==> src/rtl/bcd_mod_counter_seg.sv <==
// rtl/bcd_mod_counter_seg.sv - prescaled BCD up/down modulo counter with load and 7-segment decode
module bcd_mod_counter_seg #(
    parameter int MODULUS = 24,
    parameter int DIV_N   = 10
) (
    input  logic       clk_in,
    input  logic       rst,
    input  logic       en,
    input  logic       up_dn,
    input  logic       load,
    input  logic [3:0] load_tens,
    input  logic [3:0] load_ones,
    output logic [3:0] cnt_tens,
    output logic [3:0] cnt_ones,
    output logic [7:0] seg_data1,
    output logic [7:0] seg_data2,
    output logic       carry,
    output logic       load_err
);

    localparam int PW = (DIV_N > 1) ? $clog2(DIV_N) : 1;
    localparam logic [PW-1:0] PRE_MAX = PW'(DIV_N - 1);
    localparam logic [3:0] MAX_TENS = 4'((MODULUS - 1) / 10);
    localparam logic [3:0] MAX_ONES = 4'((MODULUS - 1) % 10);
    localparam logic [7:0] MOD_VAL  = 8'(MODULUS);

    logic [PW-1:0] pre;
    logic          tick;
    logic [7:0]    load_val;
    logic          load_ok;
    logic          at_max;
    logic          at_zero;

    assign tick     = (pre == PRE_MAX);
    // Widened to 8 bits so out-of-range digits (up to 15) cannot alias into range.
    assign load_val = ({4'd0, load_tens} * 8'd10) + {4'd0, load_ones};
    assign load_ok  = (load_tens <= 4'd9) && (load_ones <= 4'd9) && (load_val < MOD_VAL);
    assign at_max   = (cnt_tens == MAX_TENS) && (cnt_ones == MAX_ONES);
    assign at_zero  = (cnt_tens == 4'd0) && (cnt_ones == 4'd0);

    always_ff @(posedge clk_in or negedge rst) begin
        if (!rst) begin
            pre      <= '0;
            cnt_tens <= 4'd0;
            cnt_ones <= 4'd0;
            carry    <= 1'b0;
            load_err <= 1'b0;
        end else begin
            pre      <= tick ? '0 : pre + PW'(1);
            carry    <= 1'b0;
            load_err <= 1'b0;
            // A load, accepted or rejected, always takes precedence over a count step.
            if (load) begin
                if (load_ok) begin
                    cnt_tens <= load_tens;
                    cnt_ones <= load_ones;
                end else begin
                    load_err <= 1'b1;
                end
            end else if (tick && en) begin
                if (up_dn) begin
                    if (at_max) begin
                        cnt_tens <= 4'd0;
                        cnt_ones <= 4'd0;
                        carry    <= 1'b1;
                    end else if (cnt_ones == 4'd9) begin
                        cnt_ones <= 4'd0;
                        cnt_tens <= cnt_tens + 4'd1;
                    end else begin
                        cnt_ones <= cnt_ones + 4'd1;
                    end
                end else begin
                    if (at_zero) begin
                        cnt_tens <= MAX_TENS;
                        cnt_ones <= MAX_ONES;
                        carry    <= 1'b1;
                    end else if (cnt_ones == 4'd0) begin
                        cnt_ones <= 4'd9;
                        cnt_tens <= cnt_tens - 4'd1;
                    end else begin
                        cnt_ones <= cnt_ones - 4'd1;
                    end
                end
            end
        end
    end

    // Segment order {a,b,c,d,e,f,g,dp}; non-BCD digits show only the decimal point.
    function automatic logic [7:0] seg_decode(input logic [3:0] digit);
        case (digit)
            4'd0:    seg_decode = 8'hFC;
            4'd1:    seg_decode = 8'h60;
            4'd2:    seg_decode = 8'hDA;
            4'd3:    seg_decode = 8'hF2;
            4'd4:    seg_decode = 8'h66;
            4'd5:    seg_decode = 8'hB6;
            4'd6:    seg_decode = 8'hBE;
            4'd7:    seg_decode = 8'hE0;
            4'd8:    seg_decode = 8'hFE;
            4'd9:    seg_decode = 8'hF6;
            default: seg_decode = 8'h02;
        endcase
    endfunction

    assign seg_data1 = seg_decode(cnt_ones);
    assign seg_data2 = seg_decode(cnt_tens);

endmodule
==> config.mk <==
export PLATFORM = sky130hd
export DESIGN_NAME = bcd_mod_counter_seg
export DESIGN_NICKNAME = d
export VERILOG_FILES = /design/src/rtl/bcd_mod_counter_seg.sv
export SDC_FILE = /design/constraint.sdc
export NUM_CORES = 1
export LEC_CHECK = 0
export BUFFER_PORTS_ARGS = -buffer_cell sky130_fd_sc_hd__clkbuf_2
export CAP_MARGIN = 20
export CORE_ASPECT_RATIO = 1.5
export CORE_MARGIN = 1.5
export CORE_UTILIZATION = 38
export DETAILED_ROUTE_END_ITERATION = 8
export SYNTH_ARGS = -nofsm -noshare
export SYNTH_HDL_FRONTEND = slang
export SYNTH_SLANG_ARGS = --single-unit
==> constraint.sdc <==
create_clock -name clk_in -period 1.95 [get_ports clk_in]
set_clock_uncertainty 0.1 [all_clocks]
set_input_delay 0.39 -clock clk_in [delete_from_list [all_inputs] [get_ports clk_in]]
set_output_delay 0.39 -clock clk_in [all_outputs]
set_load 0.01 [all_outputs]
==> out/metrics.csv, run 1 <==
stage;metric;value;unit
cts;total CTS buffers;3;
floorplanning;Core Box Area;4209;um2
cts;CTS tree;done;
power;register share of total power;13.3;%
cts;clock sink total;14;
grt;antenna violations before repair;0;
floorplanning;I/O pins;39;
grt;vias in the first global route;1604;
min_path;hold_sp;load_ones[0];
cells_and_area;area delta synth->final;52.05;%
power;P_sw;1.627;mW
synthesis;Netlist cell types;51;
job;Max Cap Violations;0;
setup_path;CP endpoint kind;flip-flop;
setup_path;R2R setup slack;-0.03;ns
power;Leak Pwr;1.142;nW
setup_path;Worst Setup EP;cnt_tens[1];
power;clock share of power;7.9;%
routing;WL per Instance;14.13;um
setup_path;Reg2Reg Depth;9;
setup_path;Req. time, crit path;1.98;ns
synthesis;Post-synth ARST share;100.0;%
routing;Vias/cell;5.311;
setup_path;crit-path max FO;3;
setup_path;critical path arrival;2.44;ns
synthesis;Post-synth EDFFs;0;
cells_and_area;n_diodes;0;
cts;Worst-path clk slew;0.06;ns
sta;RSZ-0062 raised after global routing;true;
cts;clock latency on the worst-skew pair;0.24;ns
routing;final wirelength;4.493;mm
sta;Max Slew Vio Count;0;
synthesis;Mean Syn Cell Area;8.431;um2
synthesis;Mapped Cells;195;
setup_path;RR Endpoint;cnt_ones[1];
status;violated checks;setup timing;
floorplanning;Die ar.;4738;um2
routing;violation count after the first detailed-route iteration;49;
setup_path;CP startpoint;load_tens[3];
sta;f_max;415.5;MHz
sta;fin crit period;2.407;ns
setup_path;FF-to-FF Start;cnt_ones[0];
routing;first drt pass iteration count;4;
sta;worst setup margin;-0.4566;ns
place;DP Area;2147;um2
floorplanning;Starting Density;39.06;%
grt;largest net degree at the start of global routing;18;
power;PD cells;1442;nW/um2
floorplanning;FP Rows;29;
sta;fin crit share;123.4;%
routing;Post-DRT Antenna Nets;0;
cells_and_area;fin nets;308;
routing;detailed-route via count;1689;
sta;Final Hold Vio Count;0;
floorplanning;Die Ht;83.56;um
cells_and_area;Finished Cell Area;2500;um2
setup_path;crit path launch type;input port;
cts;htree depth;1;
place;# port buffers;36;
grt;global-route usage over all layers;18.87;%
synthesis;post-synthesis sequential area ratio;21.31;%
sta;Final setup viols;11;
place;HPWL reported at the end of detailed placement;3.498;mm
cts;Root Driver;clkbuf_8;
power;P_int;1.978;mW
synthesis;cell area after synthesis;1644;um2
power;switch share;45.14;%
routing;DRC violations left;0;
cells_and_area;ratio of cells with drive above 1 in the final layout;46.69;%
power;power share of the combinational group;78.7;%
synthesis;yosys warns;0;
floorplanning;die width;56.71;um
status;status;finished, violations left;
synthesis;Top FF cell, synth;dfrtp_1;
power;VDD IR max;1.216;mV
place;routability congestion estimate;0.7873;
setup_path;Crit Path Class;in2reg;
grt;global route overflow;0;
min_path;Hold Crit Class;in2reg;
synthesis;Yosys reg bits;14;
grt;first-pass GRT wire length;7.203;mm
cts;clock buffer depth;2;
sta;Total Neg Setup Slack;-3.558;ns
## worst max-delay path: stages
cell and delay [ns]:
buf_6 0.10, ha_4 0.24, ha_4 0.16, fa_2 0.57, a311o_1 0.20, nand4_1 0.21, o22ai_4 0.26, mux2_4 0.31
## placed cells by master, fill, tap and decap left out, drive strengths merged, types with 2 or more instances in the layout
master  instances
nor2           14
buf            55
nand2          18
xor2            2
o31a            2
conb            2
inv            13
nand2b          4
xnor2           2
clkbuf         30
mux2i          10
and3            3
nand3           5
and2            3
ha             21
nand4           2
o21ai          23
or4             2
dfrtp          14
a221o           2
nor3            2
mux2            2
o211ai          2
nor3b           3
o22ai           5
a21o            2
a21oi          11
## how the worst min path moves through the flow
stage          slack, ns  depth (start not counted)           to
4_1_cts             0.35                          3  cnt_ones[0]
2_1_floorplan     -0.006                          0        carry
3_5_place_dp        0.22                          1     load_err
3_3_place_gp        0.21                          1       pre[0]
5_1_grt             0.41                          1       pre[2]
6_report            0.35                          3  cnt_ones[0]
## area by class of cell
cell class,instances,area [um2]
fill,402,1709
multi-input combinational,158,1381
timing repair buffer,82,595.6
sequential,14,351.6
inverter,14,58.81
tap,46,57.56
clock buffer,4,55.05
## logic make-up after synthesis
kind of cell	Yosys count	share of synthesized area, %
adders and majority gates	22	17.20
DFF	14	21.31
and+or+nand+nor	60	19.03
muxes	12	7.915
AOI/OAI and AO/OA	58	25.65
xor gates and xnor gates	4	2.131
other	1	0.2281
buffers and inverters	24	6.545
## metal layers
metal  track usage [%]  share of wire, %  wire length [um]  up-vias
li1                  -                 -                 -      856
met1             22.35                41              1847      783
met2             35.20                55              2468       44
met3            0.9302               2.5               111        6
met4             6.061               1.4                65        0
met5                 0                 0                 0        -
## cell usage after synthesis (all sizes together) (2+ instances only)
| cell type | instances | area (um2) |
|---|---|---|
| a21o | 2 | 15.01 |
| a21oi | 11 | 55.05 |
| o31a | 2 | 17.52 |
| nor3b | 3 | 27.52 |
| nand4 | 2 | 12.51 |
| and2 | 3 | 18.77 |
| nand2b | 4 | 25.02 |
| a221o | 2 | 20.02 |
| nand2 | 18 | 67.56 |
| nor3 | 2 | 10.01 |
| xnor2 | 2 | 17.52 |
| mux2 | 2 | 30.03 |
| nor2 | 14 | 52.55 |
| ha | 21 | 262.8 |
| nand3 | 5 | 25.02 |
| dfrtp | 14 | 350.3 |
| o22ai | 5 | 45.04 |
| o21ai | 23 | 126.4 |
| mux2i | 10 | 100.1 |
| and3 | 3 | 25.03 |
| xor2 | 2 | 17.52 |
| buf | 7 | 42.54 |
| o211ai | 2 | 15.01 |
| inv | 14 | 52.55 |
| or4 | 2 | 15.01 |
| clkbuf | 3 | 12.51 |
## power groups by stage
stage	sequential (mW)	clock (mW)	combinational (mW)
floorplan	0.541	0	1.22
global placement	0.473	0	2.18
detailed placement	0.474	0	2.20
CTS	0.477	0.294	2.39
global route	0.496	0.308	3.08
finish	0.481	0.286	2.84
## through the flow
step	setup WS [ns]	hold slack [ns]	total power [mW]	util (%)	instances
5_1_grt	-0.5414	0.4088	3.883	59.39	318
3_3_place_gp	-0.7755	0.2141	2.657	51.01	305
2_1_floorplan	-0.6517	-0.005591	1.759	-	196
4_1_cts	-0.4644	0.3508	3.160	54.73	313
3_5_place_dp	-0.8115	0.2249	2.671	51.01	305
6_report	-0.4566	0.3542	3.605	59.39	318
## state kept, by name (all words and copies together), names as in the netlist
name,cells
cnt_ones,4
cnt_tens,4
pre,4
carry,1
load_err,1
## what timing repair did
action	CTS	global route
pin swaps	10	15
resized for setup	23	53
hold endpoints to repair	14	0
hold buffers	1	0
setup endpoints to repair	16	20
buffers inserted	3	5
gates cloned	0	0
(Power assumes the default switching activity.)
==> inputs of run 2 (changes only) <==
RECOVER_POWER = 50   (was not set)
==> out/metrics.csv, run 2 (synthesized netlist as in run 1, its figures left out) <==
stage;metric;value;unit;change
cts;Root Driver;clkbuf_8;;unchanged
setup_path;critical path arrival;2.44;ns;about the same
cells_and_area;commonest non-fill, non-tap cell in the layout;buf_4;;unchanged
cts;clock latency on the worst-skew pair;0.24;ns;about the same
grt;antenna violations before repair;0;;unchanged
floorplanning;FP Rows;29;;unchanged
routing;detailed-route via count;1693;;was 1689
routing;final wirelength;4.504;mm;was 4.493 mm
grt;first-pass GRT wire length;7.203;mm;unchanged
status;violated checks;setup timing;;unchanged
sta;Slew HR;46.59;%;
setup_path;most used cell, CP;ha_4;;unchanged
power;VDD IR max;1.215;mV;was 1.216 mV
cts;clock buffer depth;2;;unchanged
grt;vias in the first global route;1604;;unchanged
sta;Tightest Pin Transition;0.8012;ns;
cells_and_area;fin nets;308;;unchanged
min_path;Hold Crit Class;in2reg;;unchanged
setup_path;Largest stage delay, worst path;0.57;ns;about the same
sta;Final setup viols;11;;unchanged
grt;largest net degree at the start of global routing;18;;unchanged
sta;Max Slew Vio Count;0;;unchanged
floorplanning;die width;56.71;um;unchanged
place;placed cells;305;;unchanged
setup_path;crit-path max FO;3;;unchanged
grt;global-route usage over all layers;18.87;%;unchanged
setup_path;CP endpoint kind;flip-flop;;unchanged
power;PD cells;1443;nW/um2;was 1442 nW/um2
routing;WL per Instance;14.16;um;was 14.13 um
setup_path;CP startpoint;load_tens[3];;unchanged
setup_path;Crit Path Class;in2reg;;unchanged
routing;first drt pass iteration count;4;;unchanged
routing;DRC violations left;0;;unchanged
floorplanning;Core Box Area;4209;um2;unchanged
job;Max Cap Violations;0;;unchanged
setup_path;Req. time, crit path;1.98;ns;about the same
routing;violation count after the first detailed-route iteration;49;;unchanged
cells_and_area;Core Util, Final;59.36;%;was 59.39%
status;status;finished, violations left;;unchanged
floorplanning;I/O pins;39;;unchanged
min_path;hold_sp;load_ones[0];;unchanged
cts;total CTS buffers;3;;unchanged
cts;clock sink total;14;;unchanged
setup_path;crit-path cells;buf_6 > ha_4 > ha_4 > fa_2 > a311o_1 > nand4_1 > o22ai_4 > mux2_4;;unchanged
cells_and_area;top flop regs;cnt_ones (4), cnt_tens (4), pre (4);;unchanged
setup_path;CP max-delay cell;fa_2;;unchanged
grt;global route overflow;0;;unchanged
routing;Post-DRT Antenna Nets;0;;unchanged
cts;htree depth;1;;unchanged
cells_and_area;ratio of cells with drive above 1 in the final layout;46.32;%;was 46.69%
floorplanning;Starting Density;39.06;%;unchanged
routing;Vias/cell;5.324;;was 5.311
floorplanning;Die Ht;83.56;um;unchanged
cells_and_area;commonest non-fill, non-tap cells in the layout;buf_4 (33), clkbuf_2 (24), nand2_1 (16), o21ai_0 (14), dfrtp_1 (13);;was buf_4 (33), clkbuf_2 (25), nand2_1 (16), o21ai_0 (14), dfrtp_1 (13)
setup_path;crit path launch type;input port;;unchanged
cells_and_area;Final Non-Filler Cells;318;;unchanged
sta;Final Hold Vio Count;0;;unchanged
sta;RSZ-0062 raised after global routing;true;;unchanged
cts;Worst-path clk slew;0.06;ns;about the same
place;# port buffers;36;;unchanged
sta;fin crit share;123.5;%;was 123.4%
power;Leak Pwr;1.140;nW;was 1.142 nW
cells_and_area;n_diodes;0;;unchanged
sta;fin crit period;2.408;ns;was 2.407 ns
place;routability congestion estimate;0.7873;;unchanged
setup_path;Worst Path Buf+Inv;1;;unchanged
setup_path;critical path's top delay family;adder cells;;unchanged
sta;worst setup margin;-0.4578;ns;was -0.4566 ns
setup_path;FF-to-FF Start;cnt_ones[0];;unchanged
place;HPWL reported at the end of detailed placement;3.498;mm;unchanged
cells_and_area;area delta synth->final;51.98;%;was 52.05%
floorplanning;Die ar.;4738;um2;unchanged
cts;CTS tree;done;;unchanged
sta;f_max;415.3;MHz;was 415.5 MHz
[run 2: worst register-to-register path, cell delays in order (launching register included)]
cell and delay, ns:
dfrtp_1 0.39, buf_6 0.13, buf_8 0.12, ha_1 0.20, nand3b_1 0.10, o21ai_0 0.12, buf_4 0.16, and2_1 0.16
o31a_1 0.27, mux2i_1 0.14
[run 2: cell type report]
type / instances / area (um2)
repair buffers: 82 / 594.3
flip-flops and latches: 14 / 351.6
inverters: 14 / 58.81
well taps: 46 / 57.56
clock buffers: 4 / 55.05
multi-input cells: 158 / 1381
fillers: 403 / 1710
[run 2: final timing paths]
path                          endpoint  slack [ns]  cells past startpoint
min reg2reg                     pre[2]        0.39                      1
min                        cnt_ones[0]        0.36                      3
max in group asynchronous  cnt_ones[2]        0.56                      2
max                        cnt_tens[1]       -0.46                      8
max reg2reg                cnt_ones[2]       -0.03                      9
min in group asynchronous  cnt_ones[0]        0.65                      2
[run 2: metrics by stage]
step / power (mW) / worst slack (ns) / hold slack, ns / instance area, um2 / TNS [ns]
floorplan: 1.759 / -0.6517 / -0.005591 / 1687 / -4.350
global placement: 2.657 / -0.7755 / 0.2141 / 2147 / -6.459
detailed placement: 2.671 / -0.8115 / 0.2249 / 2147 / -6.796
CTS: 3.160 / -0.4644 / 0.3508 / 2303 / -3.654
global route: 3.882 / -0.5414 / 0.4088 / 2499 / -4.701
finish: 3.606 / -0.4578 / 0.3554 / 2499 / -3.558
[run 2: report_power, final]
part | leakage, nW | internal, mW | switching (mW)
registers | 0.164 | 0.378 | 0.103
clock network | 0.0288 | 0.179 | 0.106
logic | 0.946 | 1.42 | 1.42
[run 2: layer usage]
metal	routed length [um]	global-route usage, %	part of all wire [%]	vias up
met4	67	6.061	1.5	0
met1	1853	22.35	41	787
li1	-	-	-	856
met2	2472	35.20	55	44
met3	111	0.9302	2.5	6
met5	0	0	0	-
[run 2: what timing repair did]
item / 4_1_cts / 5_1_grt
buffers inserted: 3 / 5
resized for setup: 23 / 53
pin swaps: 10 / 15
setup endpoints to repair: 16 / 20
hold endpoints to repair: 14 / 0
hold buffers: 1 / 0
